--- src/rtl/lvds_link_pkg.sv ---
// Shared definitions for the LVDS link training controller: FSM encodings,
// the training word and the slip-count width.
package lvds_link_pkg;

  localparam int SLIP_W = 3;

  // Chosen so that no rotation of the word equals the word itself.
  localparam logic [23:0] TRAIN_WORD = 24'hA5C396;

  typedef enum logic [2:0] {
    ST_IDLE      = 3'd0,
    ST_WAIT_LOCK = 3'd1,
    ST_ALIGN     = 3'd2,
    ST_LINK_UP   = 3'd3,
    ST_HOLDOFF   = 3'd4
  } top_state_e;

  typedef enum logic [1:0] {
    LN_SETTLE = 2'd0,
    LN_CHECK  = 2'd1,
    LN_DONE   = 2'd2,
    LN_FAIL   = 2'd3
  } lane_state_e;

endpackage

--- src/rtl/lvds_link_train_ctrl_if.sv ---
// Signal bundle between the link training controller and the TX/RX wrappers.
interface lvds_link_train_ctrl_if;
  import lvds_link_pkg::*;

  logic              I_pll_lock_o;
  logic              I_pll_lock_e;
  logic [23:0]       I_rx_rgb_o;
  logic [23:0]       I_rx_rgb_e;
  logic              I_err_o;
  logic              I_err_e;
  logic              I_retrain;
  logic              O_tx_train;
  logic              O_bitslip_o;
  logic              O_bitslip_e;
  logic [SLIP_W-1:0] O_slip_cnt_o;
  logic [SLIP_W-1:0] O_slip_cnt_e;
  logic              O_link_up;
  logic              O_train_fail;
  logic [2:0]        O_state;

  modport master (
    output I_pll_lock_o, I_pll_lock_e, I_rx_rgb_o, I_rx_rgb_e, I_err_o, I_err_e, I_retrain,
    input  O_tx_train, O_bitslip_o, O_bitslip_e, O_slip_cnt_o, O_slip_cnt_e,
           O_link_up, O_train_fail, O_state
  );

  modport slave (
    input  I_pll_lock_o, I_pll_lock_e, I_rx_rgb_o, I_rx_rgb_e, I_err_o, I_err_e, I_retrain,
    output O_tx_train, O_bitslip_o, O_bitslip_e, O_slip_cnt_o, O_slip_cnt_e,
           O_link_up, O_train_fail, O_state
  );

endinterface

--- src/rtl/lvds_lane_align.sv ---
// Per-channel word aligner: settle, look for a run of training words, and
// bitslip the deserialiser on a mismatch until the slip budget runs out.
module lvds_lane_align
  import lvds_link_pkg::*;
#(
  parameter int SETTLE    = 16,
  parameter int MATCH_CNT = 64,
  parameter int MAX_SLIP  = 7
) (
  input  logic              clk_i,
  input  logic              rst_i,
  input  logic              start_i,
  input  logic [23:0]       rx_i,
  output logic              bitslip_o,
  output logic              done_o,
  output logic              fail_o,
  output logic [SLIP_W-1:0] slip_cnt_o
);

  localparam int ST_W = $clog2(SETTLE) + 1;
  localparam int MC_W = $clog2(MATCH_CNT) + 1;
  localparam logic [ST_W-1:0]   SETTLE_LAST = ST_W'(SETTLE - 1);
  localparam logic [MC_W-1:0]   MATCH_LAST  = MC_W'(MATCH_CNT - 1);
  localparam logic [SLIP_W-1:0] SLIP_LAST   = SLIP_W'(MAX_SLIP - 1);

  lane_state_e       state_q, state_d;
  logic [ST_W-1:0]   settle_q, settle_d;
  logic [MC_W-1:0]   match_q, match_d;
  logic [SLIP_W-1:0] slip_q, slip_d;
  logic              bitslip_q, bitslip_d;
  logic              start_q;

  always_ff @(posedge clk_i) begin
    if (rst_i) begin
      state_q   <= LN_SETTLE;
      settle_q  <= '0;
      match_q   <= '0;
      slip_q    <= '0;
      bitslip_q <= 1'b0;
      start_q   <= 1'b0;
    end else begin
      state_q   <= state_d;
      settle_q  <= settle_d;
      match_q   <= match_d;
      slip_q    <= slip_d;
      bitslip_q <= bitslip_d;
      start_q   <= start_i;
    end
  end

  // start_i is a level; its rising edge restarts the lane, low freezes it.
  always_comb begin
    state_d   = state_q;
    settle_d  = settle_q;
    match_d   = match_q;
    slip_d    = slip_q;
    bitslip_d = 1'b0;
    if (start_i && !start_q) begin
      state_d  = LN_SETTLE;
      settle_d = '0;
      match_d  = '0;
      slip_d   = '0;
    end else if (start_i) begin
      case (state_q)
        LN_SETTLE: begin
          if (settle_q == SETTLE_LAST) begin
            state_d  = LN_CHECK;
            settle_d = '0;
            match_d  = '0;
          end else begin
            settle_d = settle_q + 1'b1;
          end
        end
        LN_CHECK: begin
          if (rx_i == TRAIN_WORD) begin
            if (match_q == MATCH_LAST) state_d = LN_DONE;
            else                       match_d = match_q + 1'b1;
          end else if (slip_q < SLIP_LAST) begin
            bitslip_d = 1'b1;
            slip_d    = slip_q + 1'b1;
            match_d   = '0;
            settle_d  = '0;
            state_d   = LN_SETTLE;
          end else begin
            state_d = LN_FAIL;
          end
        end
        default: state_d = state_q;
      endcase
    end
  end

  assign bitslip_o  = bitslip_q;
  assign done_o     = (state_q == LN_DONE);
  assign fail_o     = (state_q == LN_FAIL);
  assign slip_cnt_o = slip_q;

endmodule

--- src/rtl/lvds_link_train_ctrl.sv ---
// Top-level LVDS link bring-up: PLL lock qualification, per-lane alignment,
// link-up supervision and retraining on lock loss, errors or request.
module lvds_link_train_ctrl
  import lvds_link_pkg::*;
#(
  parameter int LOCK_WAIT = 1024,
  parameter int SETTLE    = 16,
  parameter int MATCH_CNT = 64,
  parameter int MAX_SLIP  = 7,
  parameter int ERR_LIMIT = 4
) (
  input logic                   I_clk,
  input logic                   I_rst,
  lvds_link_train_ctrl_if.slave bus
);

  localparam int LW_W = $clog2(LOCK_WAIT) + 1;
  localparam int ER_W = $clog2(ERR_LIMIT) + 1;
  localparam logic [LW_W-1:0] LOCK_LAST = LW_W'(LOCK_WAIT - 1);
  localparam logic [ER_W-1:0] ERR_LAST  = ER_W'(ERR_LIMIT - 1);

  top_state_e      state_q, state_d;
  logic [LW_W-1:0] wait_q, wait_d;
  logic [ER_W-1:0] err_q, err_d;
  logic            train_fail_q, train_fail_d;
  logic            tx_train_q, link_up_q;
  logic            lock_ok, lane_run;

  logic [23:0]       rx_w      [2];
  logic              bitslip_w [2];
  logic              done_w    [2];
  logic              fail_w    [2];
  logic [SLIP_W-1:0] slip_w    [2];

  assign lock_ok  = bus.I_pll_lock_o & bus.I_pll_lock_e;
  assign lane_run = (state_d == ST_ALIGN);
  assign rx_w[0]  = bus.I_rx_rgb_o;
  assign rx_w[1]  = bus.I_rx_rgb_e;

  generate
    for (genvar gi = 0; gi < 2; gi++) begin : g_lane
      lvds_lane_align #(
        .SETTLE    (SETTLE),
        .MATCH_CNT (MATCH_CNT),
        .MAX_SLIP  (MAX_SLIP)
      ) u_lane (
        .clk_i      (I_clk),
        .rst_i      (I_rst),
        .start_i    (lane_run),
        .rx_i       (rx_w[gi]),
        .bitslip_o  (bitslip_w[gi]),
        .done_o     (done_w[gi]),
        .fail_o     (fail_w[gi]),
        .slip_cnt_o (slip_w[gi])
      );
    end
  endgenerate

  always_ff @(posedge I_clk) begin
    if (I_rst) begin
      state_q      <= ST_IDLE;
      wait_q       <= '0;
      err_q        <= '0;
      train_fail_q <= 1'b0;
      tx_train_q   <= 1'b0;
      link_up_q    <= 1'b0;
    end else begin
      state_q      <= state_d;
      wait_q       <= wait_d;
      err_q        <= err_d;
      train_fail_q <= train_fail_d;
      tx_train_q   <= (state_d == ST_WAIT_LOCK) || (state_d == ST_ALIGN) ||
                      (state_d == ST_HOLDOFF);
      link_up_q    <= (state_d == ST_LINK_UP);
    end
  end

  // Lock loss overrides everything; in ALIGN a lane failure beats completion.
  always_comb begin
    state_d      = state_q;
    wait_d       = wait_q;
    err_d        = err_q;
    train_fail_d = train_fail_q;
    if (state_q != ST_IDLE && !lock_ok) begin
      state_d = ST_WAIT_LOCK;
      wait_d  = '0;
    end else begin
      case (state_q)
        ST_IDLE: begin
          state_d = ST_WAIT_LOCK;
          wait_d  = '0;
        end
        ST_WAIT_LOCK, ST_HOLDOFF: begin
          if (wait_q == LOCK_LAST) begin
            state_d = ST_ALIGN;
            wait_d  = '0;
          end else begin
            wait_d = wait_q + 1'b1;
          end
        end
        ST_ALIGN: begin
          if (fail_w[0] || fail_w[1]) begin
            state_d      = ST_HOLDOFF;
            train_fail_d = 1'b1;
            wait_d       = '0;
          end else if (done_w[0] && done_w[1]) begin
            state_d      = ST_LINK_UP;
            train_fail_d = 1'b0;
            err_d        = '0;
          end
        end
        ST_LINK_UP: begin
          if (bus.I_retrain) begin
            state_d = ST_ALIGN;
          end else if (bus.I_err_o || bus.I_err_e) begin
            if (err_q == ERR_LAST) state_d = ST_ALIGN;
            else                   err_d   = err_q + 1'b1;
          end else begin
            err_d = '0;
          end
        end
        default: state_d = ST_IDLE;
      endcase
    end
  end

  assign bus.O_state      = state_q;
  assign bus.O_tx_train   = tx_train_q;
  assign bus.O_link_up    = link_up_q;
  assign bus.O_train_fail = train_fail_q;
  assign bus.O_bitslip_o  = bitslip_w[0];
  assign bus.O_bitslip_e  = bitslip_w[1];
  assign bus.O_slip_cnt_o = slip_w[0];
  assign bus.O_slip_cnt_e = slip_w[1];

endmodule
--- src/flat_wrapper.sv ---
// flat-port wrapper written by rule: the top's interface ports become plain ports
module lvds_link_train_ctrl_flat import lvds_link_pkg::*;
#(
  parameter int LOCK_WAIT = 1024,
  parameter int SETTLE    = 16,
  parameter int MATCH_CNT = 64,
  parameter int MAX_SLIP  = 7,
  parameter int ERR_LIMIT = 4
)
  (I_clk, I_rst, bus_I_pll_lock_o, bus_I_pll_lock_e, bus_I_rx_rgb_o, bus_I_rx_rgb_e, bus_I_err_o, bus_I_err_e, bus_I_retrain, bus_O_tx_train, bus_O_bitslip_o, bus_O_bitslip_e, bus_O_slip_cnt_o, bus_O_slip_cnt_e, bus_O_link_up, bus_O_train_fail, bus_O_state);
  lvds_link_train_ctrl_if bus_i ();
  input logic I_clk;
  input logic I_rst;
  input wire logic [$bits(bus_i.I_pll_lock_o)-1:0] bus_I_pll_lock_o;
  input wire logic [$bits(bus_i.I_pll_lock_e)-1:0] bus_I_pll_lock_e;
  input wire logic [$bits(bus_i.I_rx_rgb_o)-1:0] bus_I_rx_rgb_o;
  input wire logic [$bits(bus_i.I_rx_rgb_e)-1:0] bus_I_rx_rgb_e;
  input wire logic [$bits(bus_i.I_err_o)-1:0] bus_I_err_o;
  input wire logic [$bits(bus_i.I_err_e)-1:0] bus_I_err_e;
  input wire logic [$bits(bus_i.I_retrain)-1:0] bus_I_retrain;
  output wire logic [$bits(bus_i.O_tx_train)-1:0] bus_O_tx_train;
  output wire logic [$bits(bus_i.O_bitslip_o)-1:0] bus_O_bitslip_o;
  output wire logic [$bits(bus_i.O_bitslip_e)-1:0] bus_O_bitslip_e;
  output wire logic [$bits(bus_i.O_slip_cnt_o)-1:0] bus_O_slip_cnt_o;
  output wire logic [$bits(bus_i.O_slip_cnt_e)-1:0] bus_O_slip_cnt_e;
  output wire logic [$bits(bus_i.O_link_up)-1:0] bus_O_link_up;
  output wire logic [$bits(bus_i.O_train_fail)-1:0] bus_O_train_fail;
  output wire logic [$bits(bus_i.O_state)-1:0] bus_O_state;
  assign bus_i.I_pll_lock_o = bus_I_pll_lock_o;
  assign bus_i.I_pll_lock_e = bus_I_pll_lock_e;
  assign bus_i.I_rx_rgb_o = bus_I_rx_rgb_o;
  assign bus_i.I_rx_rgb_e = bus_I_rx_rgb_e;
  assign bus_i.I_err_o = bus_I_err_o;
  assign bus_i.I_err_e = bus_I_err_e;
  assign bus_i.I_retrain = bus_I_retrain;
  assign bus_O_tx_train = bus_i.O_tx_train;
  assign bus_O_bitslip_o = bus_i.O_bitslip_o;
  assign bus_O_bitslip_e = bus_i.O_bitslip_e;
  assign bus_O_slip_cnt_o = bus_i.O_slip_cnt_o;
  assign bus_O_slip_cnt_e = bus_i.O_slip_cnt_e;
  assign bus_O_link_up = bus_i.O_link_up;
  assign bus_O_train_fail = bus_i.O_train_fail;
  assign bus_O_state = bus_i.O_state;
  lvds_link_train_ctrl #(.LOCK_WAIT(LOCK_WAIT), .SETTLE(SETTLE), .MATCH_CNT(MATCH_CNT), .MAX_SLIP(MAX_SLIP), .ERR_LIMIT(ERR_LIMIT)) u_core (.I_clk(I_clk), .I_rst(I_rst), .bus(bus_i));
endmodule
--- config.mk ---
export PLATFORM = sky130hd
export DESIGN_NAME = lvds_link_train_ctrl_flat
export DESIGN_NICKNAME = d
export VERILOG_FILES = /design/src/rtl/lvds_link_pkg.sv /design/src/rtl/lvds_link_train_ctrl_if.sv /design/src/rtl/lvds_lane_align.sv /design/src/rtl/lvds_link_train_ctrl.sv /design/src/flat_wrapper.sv
export SDC_FILE = /design/constraint.sdc
export NUM_CORES = 1
export LEC_CHECK = 0
export ABC_CLOCK_PERIOD_IN_PS = 3100
export BUFFER_PORTS_ARGS = -buffer_cell sky130_fd_sc_hd__buf_4
export CORE_MARGIN = 1
export CORE_UTILIZATION = 55
export CTS_CLUSTER_SIZE = 8
export DETAILED_ROUTE_END_ITERATION = 10
export GPL_TIMING_DRIVEN = 0
export PLACE_DENSITY = 0.8
export SLEW_MARGIN = 20
export SYNTH_ARGS = -nofsm -noshare
export SYNTH_HDL_FRONTEND = slang
export SYNTH_SLANG_ARGS = --single-unit
--- constraint.sdc ---
create_clock -name I_clk -period 3.1 [get_ports I_clk]
set_clock_uncertainty 0.15 [all_clocks]
set_input_delay 0.31 -clock I_clk [delete_from_list [all_inputs] [get_ports I_clk]]
set_output_delay 0.31 -clock I_clk [all_outputs]
set_load 0.1 [all_outputs]
==> impl_metrics.yaml <==
outcome:
  status: "completed"
detailed_routing:
  post_drt_wl_per_cell_um: 16.38
  drt_iter0_drc: 347
  vias_per_cell: 6.189
  drtAntennaViolNets: 0
  routed_wirelength_um: 9170
  remaining_drc_errors: 0
  firstDrtPassIters: 5
  vias: 3466
place:
  hpwlAfterDp_um: 6803
  port_buffers: 68
  gp_congestion: 0.9057
  dp_slack_ns: 0.3403
  place_area_um2: 3876
  dp.cells: 544
setup_path:
  reg2reg_slack_ns: 0.28
  max_stage_delay_ns: 0.40
  crit_chain: "ha_1 > ha_1 > o21ai_0 > a32oi_2 > o2111a_1 > o21ai_2 > buf_6 > buf_2 > buf_2 > a311oi_1 > nor3_1"
  worst_path_max_delay_cell: "a32oi_2"
  endpoint_kind: "flip-flop"
  rr_endpoint: "u_core.g_lane[0].u_lane.state_q[0]"
  path_buf_inv: 3
  critPathTopFamily: "compound AO/OA/AOI/OAI gates"
  regToRegStartpoint: "u_core.err_q[0]"
  critPathLaunch: "u_core.err_q[0]"
  r2r_cells: 11
  critical_path_depth: 11
  cp_data_required_time_ns: 3.16
  arrival_ns: 2.88
  cp_max_fo: 10
  critPathKind: "flip-flop to flip-flop"
  critPathLaunchType: "flip-flop"
logic_synthesis:
  synth_seq_cells: 57
  synth-edff-count: 0
  synthTopCellsByArea: "dfxtp_1, a21oi_1, nor2_1"
  syn_area_um2: 3276
  synth.largest_area_cell: "dfxtp_1"
  syn_avg_cell_area_um2: 8.108
  synth.most_common_cell: "dfxtp_1"
  postSynthCellCount: 404
  synth_nets: 468
  synth-seq-area-share_pct: 34.84
  synthTopCellsByCount: "dfxtp_1, nor2_1, a21oi_1, nand2_1, nor3_1"
  async_flop_share_pct: 0
  synth.distinct_cells: 60
  synth_top_cell_area_share_pct: 34.84
  yosys_warnings: 0
  synth_flop_cell: "dfxtp_1"
clocking:
  numCtsBuffers: 9
  cts.path.max_buffers: 2
  insertion_delay_ns: 0.34
  cts_tree: "done"
  cts_hold_buf: 0
  clk_pin_slew_ns: 0.07
  clock_sinks: 57
  ctsResizeCount: 0
  cts.htree.levels: 3
  post_cts_buffers: 0
  clock-root-buffer: "clkbuf_8"
sta:
  worstMarginPinSlew_ns: 0.7705
  final_hold_viol_count: 0
  setup_tns_ns: 0
  max_freq_ghz: 0.3545
  finalCriticalPeriod_ns: 2.821
  rsz0062_at_grt: "no"
  drv_slew: 0
  finalSetupViolations: 0
  worst_slack_ns: 0.2790
  post-route-period-util_pct: 91.00
  maxSlewHeadroom_pct: 48.39
die:
  rows: 27
  fp.dieH_um: 79.18
  core_area_um2: 5608
  start_util_pct: 58.41
  ioPinCount: 69
  dieWidth_um: 79.18
  dieArea_um2: 6269
hold_path:
  min_path_type: "input port to flip-flop"
  min_to: "u_core.g_lane[1].u_lane.slip_cnt_o[2]"
  whs_path_depth: 3
  min_from: "I_rst"
run:
  drv_cap: 0
grt:
  grt_usage_pct: 30.56
  grt_pass1_wl_um: 14880
  grt_max_degree: 11
  antenna_found_initial: 0
  grt_remaining_overflow: 0
  grt_pass1_vias: 3160
pwr:
  p_leak_uw: 0.001512
  p_per_area_nw_per_um2: 380.2
  peakVddDrop_uv: 300.0
final_layout:
  num_antenna_cells: 0
  seq_area_um2: 1141
  drive_gt1_share_pct: 22.13
  fillers: 455
  stdcell_count: 560
  stdcell_area_um2: 4071
  area_growth_pct: 24.29
  nets: 547
  multiInputGateArea_um2: 1982
  post-route-util_pct: 72.60
==> worst max path at each step <==
stage	endpoint
floorplan	u_core.g_lane[1].u_lane.settle_q[0]
CTS	u_core.g_lane[0].u_lane.state_q[0]
finish	u_core.g_lane[0].u_lane.state_q[0]
global placement	u_core.g_lane[0].u_lane.state_q[0]
global route	u_core.g_lane[1].u_lane.settle_q[1]
detailed placement	u_core.g_lane[0].u_lane.state_q[0]
==> flip-flops by register name (all words and copies together) (netlist names) <==
signal                           flops
u_core.bus.O_state                   3
u_core.wait_q                       11
u_core.bus.O_link_up                 1
u_core.bus.O_tx_train                1
u_core.g_lane.u_lane.bitslip_o       2
u_core.err_q                         3
u_core.g_lane.u_lane.start_q         1
u_core.g_lane.u_lane.settle_q       10
u_core.g_lane.u_lane.slip_cnt_o      6
u_core.g_lane.u_lane.match_q        14
u_core.bus.O_train_fail              1
u_core.g_lane.u_lane.state_q         4
==> layout make-up <==
class	instances	area share, %
Timing Repair Buffer	68	12.54
Sequential cell	57	28.03
Clock inverter	6	1.414
Tap cell	72	2.213
Multi-Input combinational cell	312	48.68
Buffer	23	2.643
Clock buffer	10	3.380
Inverter	12	1.106
==> logic make-up (layout without fill, tap and decap cells) <==
logic type | after synthesis | after routing | synth area share [%]
compound gates | 106 | 106 | 21.28
xor+xnor | 10 | 10 | 2.674
buf+inv | 35 | 119 | 4.660
simple gates | 184 | 184 | 32.20
fa+ha+maj | 10 | 10 | 3.743
mux | 2 | 2 | 0.6112
flops | 57 | 57 | 34.84
==> worst reg2reg max path, delay by kind of cell, from the launching register on <==
family | cells | cell delay (ns)
compound gates | 5 | 1.23
buf+inv | 3 | 0.56
flops | 1 | 0.36
fa+ha+maj | 2 | 0.33
simple gates | 1 | 0.07
==> per-layer routing <==
layer / routed length (um) / GRT usage [%]
met1: 3925 / 39.23
met2: 4488 / 50.34
met3: 548 / 4.943
met4: 208 / 13.27
met5: 0 / 0
==> metrics by stage <==
step,total power (uW),hold WS (ns)
global placement,850.9,0.2802
floorplan,789.3,0.2727
detailed placement,853.2,0.2809
global route,1601,0.1706
CTS,1549,0.1450
finish,1548,0.1543
==> placed cells by master, fill, tap and decap left out, types with 10 or more instances in the layout <==
cell type and instances:
nand3_1 13, inv_1 12, nor3_1 20, buf_4 69
dfxtp_1 57, or4_1 10, a21oi_1 37, nor2_1 42
o21ai_0 15, clkbuf_8 10, clkbuf_1 13, nand2_1 35
==> where the power goes <==
group | switching, uW | leakage [uW] | total [uW] | internal (uW)
Sequential | 0.858 | 0.000460 | 735 | 734
Clock | 323 | 0.000102 | 711 | 387
Combinational | 46.7 | 0.000951 | 103 | 56.1
(Power assumes the default switching activity.)
